--- src/rtl/adc_to_bcd_voltage_if.sv ---
// ---------------------------------------------------------------------------
// adc_to_bcd_voltage_if
// Bundles the sample input and the BCD display-side outputs of
// adc_to_bcd_voltage.
//   sample / sample_valid          : ADC code and its qualifier (to the converter)
//   integer_data / float1_data /
//   float2_data                    : BCD digits X.YZ volts (from the converter)
//   data_valid                     : one-cycle pulse, digits updated
//   busy                           : conversion in progress
//   overrun                        : one-cycle pulse, a finished window was dropped
// master = sample producer / display consumer, slave = the converter.
// ---------------------------------------------------------------------------
interface adc_to_bcd_voltage_if #(
  parameter int ADC_WIDTH = 8
);
  logic [ADC_WIDTH-1:0] sample;
  logic                 sample_valid;
  logic [3:0]           integer_data;
  logic [3:0]           float1_data;
  logic [3:0]           float2_data;
  logic                 data_valid;
  logic                 busy;
  logic                 overrun;

  modport master (
    output sample, sample_valid,
    input  integer_data, float1_data, float2_data, data_valid, busy, overrun
  );

  modport slave (
    input  sample, sample_valid,
    output integer_data, float1_data, float2_data, data_valid, busy, overrun
  );
endinterface

--- src/rtl/adc_to_bcd_voltage.sv ---
// ---------------------------------------------------------------------------
// adc_to_bcd_voltage
// Averages 2^AVG_LOG2 ADC samples, scales the average to centivolts against
// VREF_CV with a sequential shift-add multiplier, and converts the result to
// three BCD digits with a sequential double-dabble.
//   clk  : system clock, rising edge
//   rst  : synchronous active-high reset
//   bus  : adc_to_bcd_voltage_if.slave (sample in, digits/status out)
// Latency: window-closing edge E0 -> digits and data_valid at E0+ADC_WIDTH+11.
// ---------------------------------------------------------------------------
module adc_to_bcd_voltage #(
  parameter int ADC_WIDTH = 8,
  parameter int AVG_LOG2  = 4,
  parameter int VREF_CV   = 330
) (
  input  logic                  clk,
  input  logic                  rst,
  adc_to_bcd_voltage_if.slave   bus
);

  localparam int SUM_W  = ADC_WIDTH + AVG_LOG2;
  localparam int PROD_W = ADC_WIDTH + 10;
  localparam int STEP_W = $clog2((ADC_WIDTH > 10) ? ADC_WIDTH : 10) + 1;

  // Reference must fit three BCD digits and be non-zero.
  if (VREF_CV < 1 || VREF_CV > 999) begin : g_vref_check
    $error("adc_to_bcd_voltage: VREF_CV must be within 1..999");
  end

  typedef enum logic [1:0] {S_IDLE, S_MUL, S_DAB, S_DONE} state_t;

  state_t                state_q;
  logic [AVG_LOG2-1:0]   count_q;
  logic [SUM_W-1:0]      sum_q;
  logic [ADC_WIDTH-1:0]  mplier_q;
  logic [PROD_W-1:0]     mcand_q;
  logic [PROD_W-1:0]     prod_q;
  logic [STEP_W-1:0]     step_q;
  logic [9:0]            bin_q;
  logic [11:0]           bcd_q;
  logic [3:0]            int_q, f1_q, f2_q;
  logic                  data_valid_q, busy_q, overrun_q;

  logic [SUM_W-1:0]      sum_d;
  logic [ADC_WIDTH-1:0]  avg_d;
  logic                  window_close;
  logic [PROD_W-1:0]     prod_d;
  logic [11:0]           bcd_adj;

  always_comb begin
    // Sum including the sample on this edge; the window's last sample must be
    // part of the average, so the average is taken from this value.
    sum_d        = sum_q + SUM_W'(bus.sample);
    avg_d        = ADC_WIDTH'(sum_d >> AVG_LOG2);
    window_close = bus.sample_valid && (count_q == '1);
    prod_d       = prod_q + (mplier_q[0] ? mcand_q : '0);
  end

  // Double-dabble correction: each BCD nibble >= 5 gets +3 before the shift.
  for (genvar gi = 0; gi < 3; gi++) begin : g_dab_adj
    assign bcd_adj[gi*4 +: 4] = (bcd_q[gi*4 +: 4] >= 4'd5) ? bcd_q[gi*4 +: 4] + 4'd3
                                                          : bcd_q[gi*4 +: 4];
  end

  always_ff @(posedge clk) begin
    if (rst) begin
      state_q      <= S_IDLE;
      count_q      <= '0;
      sum_q        <= '0;
      mplier_q     <= '0;
      mcand_q      <= '0;
      prod_q       <= '0;
      step_q       <= '0;
      bin_q        <= '0;
      bcd_q        <= '0;
      int_q        <= '0;
      f1_q         <= '0;
      f2_q         <= '0;
      data_valid_q <= 1'b0;
      busy_q       <= 1'b0;
      overrun_q    <= 1'b0;
    end else begin
      data_valid_q <= 1'b0;
      overrun_q    <= 1'b0;

      // Accumulator runs regardless of the conversion FSM.
      if (bus.sample_valid) begin
        count_q <= count_q + AVG_LOG2'(1);
        sum_q   <= window_close ? '0 : sum_d;
      end

      // A window closing outside IDLE (including the DONE exit edge) is lost.
      if (window_close && state_q != S_IDLE) begin
        overrun_q <= 1'b1;
      end

      case (state_q)
        S_IDLE: begin
          if (window_close) begin
            mplier_q <= avg_d;
            mcand_q  <= PROD_W'(VREF_CV);
            prod_q   <= '0;
            step_q   <= '0;
            busy_q   <= 1'b1;
            state_q  <= S_MUL;
          end
        end
        S_MUL: begin
          prod_q   <= prod_d;
          mplier_q <= mplier_q >> 1;
          mcand_q  <= mcand_q << 1;
          step_q   <= step_q + STEP_W'(1);
          if (step_q == STEP_W'(ADC_WIDTH - 1)) begin
            // Final partial product is folded in here; keep only the
            // integer centivolt part (product / 2^ADC_WIDTH).
            bin_q   <= prod_d[PROD_W-1:ADC_WIDTH];
            bcd_q   <= '0;
            step_q  <= '0;
            state_q <= S_DAB;
          end
        end
        S_DAB: begin
          {bcd_q, bin_q} <= {bcd_adj, bin_q} << 1;
          step_q         <= step_q + STEP_W'(1);
          if (step_q == STEP_W'(9)) begin
            state_q <= S_DONE;
          end
        end
        S_DONE: begin
          int_q        <= bcd_q[11:8];
          f1_q         <= bcd_q[7:4];
          f2_q         <= bcd_q[3:0];
          data_valid_q <= 1'b1;
          busy_q       <= 1'b0;
          state_q      <= S_IDLE;
        end
        default: state_q <= S_IDLE;
      endcase
    end
  end

  assign bus.integer_data = int_q;
  assign bus.float1_data  = f1_q;
  assign bus.float2_data  = f2_q;
  assign bus.data_valid   = data_valid_q;
  assign bus.busy         = busy_q;
  assign bus.overrun      = overrun_q;

endmodule

--- src/flat_wrapper.sv ---
// flat-port wrapper written by rule: the top's interface ports become plain ports
module adc_to_bcd_voltage_flat 
#(
  parameter int ADC_WIDTH = 8,
  parameter int AVG_LOG2  = 4,
  parameter int VREF_CV   = 330
)
  (clk, rst, bus_sample, bus_sample_valid, bus_integer_data, bus_float1_data, bus_float2_data, bus_data_valid, bus_busy, bus_overrun);
  adc_to_bcd_voltage_if #(.ADC_WIDTH(ADC_WIDTH)) bus_i ();
  input  logic clk;
  input  logic rst;
  input wire logic [$bits(bus_i.sample)-1:0] bus_sample;
  input wire logic [$bits(bus_i.sample_valid)-1:0] bus_sample_valid;
  output wire logic [$bits(bus_i.integer_data)-1:0] bus_integer_data;
  output wire logic [$bits(bus_i.float1_data)-1:0] bus_float1_data;
  output wire logic [$bits(bus_i.float2_data)-1:0] bus_float2_data;
  output wire logic [$bits(bus_i.data_valid)-1:0] bus_data_valid;
  output wire logic [$bits(bus_i.busy)-1:0] bus_busy;
  output wire logic [$bits(bus_i.overrun)-1:0] bus_overrun;
  assign bus_i.sample = bus_sample;
  assign bus_i.sample_valid = bus_sample_valid;
  assign bus_integer_data = bus_i.integer_data;
  assign bus_float1_data = bus_i.float1_data;
  assign bus_float2_data = bus_i.float2_data;
  assign bus_data_valid = bus_i.data_valid;
  assign bus_busy = bus_i.busy;
  assign bus_overrun = bus_i.overrun;
  adc_to_bcd_voltage #(.ADC_WIDTH(ADC_WIDTH), .AVG_LOG2(AVG_LOG2), .VREF_CV(VREF_CV)) u_core (.clk(clk), .rst(rst), .bus(bus_i));
endmodule
--- config.mk ---
export PLATFORM = sky130hd
export DESIGN_NAME = adc_to_bcd_voltage_flat
export DESIGN_NICKNAME = d
export VERILOG_FILES = /design/src/rtl/adc_to_bcd_voltage_if.sv /design/src/rtl/adc_to_bcd_voltage.sv /design/src/flat_wrapper.sv
export SDC_FILE = /design/constraint.sdc
export NUM_CORES = 1
export LEC_CHECK = 0
export BUFFER_PORTS_ARGS = -buffer_cell sky130_fd_sc_hd__buf_2
export CORE_AREA = 4 4 111 113
export CTS_CLUSTER_SIZE = 16
export DETAILED_ROUTE_END_ITERATION = 10
export DIE_AREA = 0 0 115 117
export MAX_ROUTING_LAYER = met4
export PLACE_DENSITY_LB_ADDON = 0.25
export SYNTH_ARGS = -nofsm -noshare
export SYNTH_HDL_FRONTEND = slang
export SYNTH_SLANG_ARGS = --single-unit
--- constraint.sdc ---
create_clock -name clk -period 4.9 [get_ports clk]
set_input_delay 0.49 -clock clk [delete_from_list [all_inputs] [get_ports clk]]
set_output_delay 0.49 -clock clk [all_outputs]
set_load 0.01 [all_outputs]
* After elaboration in Yosys (flattened, before gate mapping) *
Index checks and enable logic that the tools add are counted.

word-level totals
  logic and storage cells = 73
  input bits = 11
  register bits after elaboration = 104
  output and inout port bits = 15

cells by class
  reductions and logical operators = 13
  equality and inequality tests = 9
  multiplexer cells = 26
  order comparisons = 3
  add/sub/neg operators = 7

operator list
  cell                 count
  $pmux 18 s2          2
  $mux 18              3
  $mux 12              2
  $pmux 12 s2          1
  $pmux 10 s2          1
  $add 18x18->18       1
  $pmux 8 s2           1
  $pmux 5 s3           1
  $add 12x8->12        1
  $ge 4x3->1 const B   3
  $mux 10              1
  $mux 5               2
  $add 4x2->4 const B  2
  $mux 4               2
  $mux 8               1
  $pmux 2 s4           1
  $reduce_and 2->1     4
  $reduce_bool 2->1    4
  $mux 2               3
  $ne 2x1->1 const B   3
  $add 5x1->5 const B  1
  $eq 5x3->1 const B   1
  $eq 5x4->1 const B   1
  $add 4x1->4 const B  1
  11 further kinds     15

* Logic depth before layout (Yosys ltp) *
  word-level depth = 4
  gate-level depth with buffers = 11
  depth with buffers taken out = 10

* Least setup slack after synthesis *
Ideal clock, no wire load.

  path type = reg-to-reg
  start point = register u_core.mplier_q[0]
  end point = register u_core.prod_q[15]
  setup time = 0.117 ns
  clock period less this slack = 2.500 ns
  arrival time = 2.383 ns
  cell stages (with the launch flop) = 12
  path slack = 2.400 ns
  required time = 4.783 ns
  path buffers = 1
  cells stage by stage = dfxtp_1 > clkbuf_1 > and2_1 > ha_1 > inv_1 > fa_1 > nand2b_1 > a21oi_2 > a31oi_1 > a41oi_1 > xor2_1 > a22o_1

on the way
  cells in the longest elaborated chain, start to end = 3

ends and longest elaborated chain
  element                 line                       text
  from (decl)             adc_to_bcd_voltage.sv:35   logic [ADC_WIDTH-1:0] mplier_q;
  from (signal assigned)  adc_to_bcd_voltage.sv:100  mplier_q <= avg_d;
  from (signal assigned)  adc_to_bcd_voltage.sv:110  mplier_q <= mplier_q >> 1;
  $mux 18                 adc_to_bcd_voltage.sv:56   prod_d = prod_q + (mplier_q[0] ? mcand_q : '0);
  $add 18x18->18          adc_to_bcd_voltage.sv:56
  $pmux 18 s2             adc_to_bcd_voltage.sv:97   case (state_q)
  to (signal assigned)    adc_to_bcd_voltage.sv:109  prod_q <= prod_d;
  to (decl)               adc_to_bcd_voltage.sv:37   logic [PROD_W-1:0] prod_q;

No other way between the ends.
A chain may end at the register's enable or synchronous reset.

* Final worst setup path *
Same ends and word-level chain as after synthesis.

==> summary.txt <==
Run status
  – Status: finished, final reports clean

Global route
  – Gr ovfl total: 0
  – Gr usage total: 0.200
  – Largest net degree at the start of global routing: 52
  – Initial antenna violation count: 0
  – First-pass GRT wire length: 21.3 mm
  – Vias in the first global route: 4549

Worst setup path
  – Reg2reg setup slack: 2120 ps
  – Critical path required time: 5190 ps
  – Crit Path Category: reg -> reg
  – R2r endpoint: u_core.prod_q[15]
  – Reg-to-reg startpoint: u_core.mplier_q[0]
  – Crit path DAT: 3070 ps
  – Reg2Reg Depth: 10
  – Crit. End Element: flop
  – CP Launch Type: flop
  – Worst-path fanout max: 18

Synthesis
  – Synth Cell Area: 5620 um^2
  – Distinct cells, synth: 64
  – XOR/XNOR Fraction of Synth Area: 0.0437
  – Main synth FF type: dfxtp_1
  – Sequential share of the synthesized area: 0.364
  – Synth top area share: 0.364
  – Synth Warn #: 0
  – Syn_nets: 716
  – Synth Register Bits: 102
  – Syn Area/Cell: 8.45 um^2
  – Main combinational cell family by area after synthesis: compound AO/OA/AOI/OAI gates
  – Synth top area cells: dfxtp_1 36%, ha_1 8.5%, nor2_1 5.8%
  – Asr flop ratio synth: 0
  – Compound-Gate Fraction of Synth Area: 0.231
  – Post-synth EDFFs: 0
  – Mux cell area share after synthesis: 0.0368
  – Post-Synth Adder-Cell Area: 0.0918
  – Biggest area consumer among synthesized cells: dfxtp_1
  – Post-synthesis simple-gate area fraction: 0.192
  – Mapped Cells: 665

Timing
  – Final Skew: 9.67 ps
  – Worst-Margin Slew: 1010 ps
  – Fin crit share: 0.567
  – Fin Hold WS: 471 ps
  – Max Freq: 360 MHz
  – RSZ-0062 raised after global routing: no
  – Aggregate negative setup slack: 0 ps
  – Slew headroom: 0.328
  – Final Hold Vio Count: 0
  – Setup violators final: 0
  – Count of final max-slew check failures: 0
  – Fin crit period: 2780 ps

Finish
  – Multi-input gate area: 3340 um^2
  – Antenna cells: 0
  – Final Util: 0.535
  – Seq. cell area: 2040 um^2
  – Area Overhead vs Synth: 7.89%
  – Fraction of layout cells with a size suffix above 1: 0.0940
  – Fillcell total: 1078
  – Nets@finish: 717

Min path
  – Hold path start: u_core.sum_q[2]
  – Hold WC Path Type: reg -> reg
  – Min-Delay Path Depth: 2
  – Hold endpoint: u_core.sum_q[2]

Clock network
  – Htree depth: 3
  – Clk Latency, worst-skew pair: 350 ps
  – Post_cts resized: 0
  – Clk root buf: clkbuf_16
  – Clock Path Buffers: 2
  – Clk slew on worst S/H paths: 70 ps
  – TritonCTS buffer count: 9
  – CTS tree: yes
  – Cts-stage hold buffer count: 0
  – # clock sinks: 102
  – Setup Buffers After CTS: 0

Die
  – Core footprint: 11300 um^2
  – Top Ports: 26
  – Horiz. Die Dim: 115 um
  – Initial core utilization: 0.496
  – Cell row count: 39
  – Die area: 13500 um^2
  – Vert. Die Dim: 117 um

Route
  – WL/cell: 15.2 um
  – Detailed Routing Iterations Pass 1: 5
  – Vias per Instance: 5.76
  – Routed WL: 12.3 mm
  – DR iter-0 viols: 261
  – DR DRC count: 0
  – ANT nets after route: 0
  – Vias: 4686

Placed design
  – Detail Placement HPWL: 8.60 mm
  – I/O Buffers: 25
  – GPL Wtd Cong: 0.887

Power
  – Peak supply drop: 0.000252 V
  – Power density over the cells: 273 nW/um^2
  – Lkg Pwr: 2.37 nW

Job
  – Maxcap violations: 0
==> layer usage <==
| layer | part of all wire | global-route usage |
|---|---|---|
| met5 | 0 | - |
| met4 | 0.0091 | 0.0548 |
| met3 | 0.035 | 0.0463 |
| met2 | 0.48 | 0.322 |
| met1 | 0.48 | 0.253 |
==> synthesized netlist by cell type (all sizes together), types with 2 or more instances <==
cell and number:
dfxtp 102, nor2 87, a21oi 52, o21ai 49, nand2 46, ha 38
a22oi 32, clkbuf 20, buf 18, inv 18, mux2i 18, and2 17
nand3 16, nor3 16, xnor2 16, xor2 12, a31oi 9, nand4 9
a211oi 8, nand2b 8, a21o 7, or3 7, nor3b 5, nor4 5
o211ai 5, o21a 5, o22ai 4, a22o 3, and3 3, o21bai 3
a211o 2, a32oi 2, fa 2, mux2 2, nor2b 2, o31ai 2
==> stage by stage <==
step           area (um^2)  cells  power, mW  setup WS [ps]
2_1_floorplan         5620    665      0.950           2400
3_3_place_gp          5780    798      0.972           2240
3_5_place_dp          5780    798      0.976           2160
4_1_cts               6060    813       1.67           2140
5_1_grt               6060    813       1.72           1860
6_report              6060    813       1.65           2120
==> report_power, final <==
| group | internal, mW | leakage, nW | switching (mW) | total, mW |
|---|---|---|---|---|
| clock network | 0.375 | 0.140 | 0.321 | 0.696 |
| logic | 0.0416 | 1.41 | 0.0695 | 0.111 |
| registers | 0.838 | 0.823 | 0.00712 | 0.845 |
==> registers in the layout, indices dropped and copies added (netlist names), 5 cells and up <==
name             cells
u_core.sum_q        12
u_core.mcand_q      17
u_core.step_q        5
u_core.mplier_q      8
u_core.bcd_q        12
u_core.bin_q        10
u_core.prod_q       17
==> area by class of cell <==
| type | count | share of cell area |
|---|---|---|
| Clock inverter | 3 | 0.00434 |
| Inverter | 18 | 0.0112 |
| Tap cell | 143 | 0.0295 |
| Timing Repair Buffer | 28 | 0.0244 |
| Clock buffer | 12 | 0.0423 |
| Sequential cell | 102 | 0.337 |
| Multi-Input combinational cell | 507 | 0.551 |
==> cells by family after synthesis <==
logic type	count (synthesis)
compound gates	194
xor+xnor	28
fa+ha+maj	40
buf+inv	56
flops	102
mux	20
simple gates	225
==> worst max path at each step <==
stage,startpoint,to,slack (ps),depth (start not counted)
CTS,u_core.mplier_q[0],u_core.prod_q[15],2140,10
detailed placement,u_core.mplier_q[0],u_core.prod_q[15],2160,10
global placement,u_core.mplier_q[0],u_core.prod_q[15],2240,10
global route,u_core.mplier_q[0],u_core.prod_q[15],1860,10
finish,u_core.mplier_q[0],u_core.prod_q[15],2120,10
floorplan,u_core.mplier_q[0],u_core.prod_q[15],2400,11
==> critical path, stage by stage, from the launching register on <==
cell and delay [ps]:
dfxtp_1 570, and2_1 190, ha_1 180, inv_1 70
fa_1 370, nand2b_1 200, a21oi_2 280, a31oi_1 170
a41oi_1 310, xor2_1 230, a22o_1 150
==> cells in the final DEF, fill, tap and decap left out, types with 8 or more instances in the layout <==
| cell | count |
|---|---|
| mux2i_1 | 17 |
| nand3_1 | 16 |
| xnor2_1 | 16 |
| nand2_1 | 46 |
| o21ai_0 | 39 |
| clkbuf_16 | 9 |
| a21oi_1 | 47 |
| nor3_1 | 14 |
| dfxtp_1 | 102 |
| buf_2 | 25 |
| nor2_1 | 87 |
| nand4_1 | 8 |
| inv_1 | 17 |
| ha_1 | 38 |
| xor2_1 | 12 |
| a211oi_1 | 8 |
| nand2b_1 | 8 |
| a31oi_1 | 9 |
| a22oi_1 | 32 |
| and2_1 | 17 |
(Power assumes the default switching activity.)
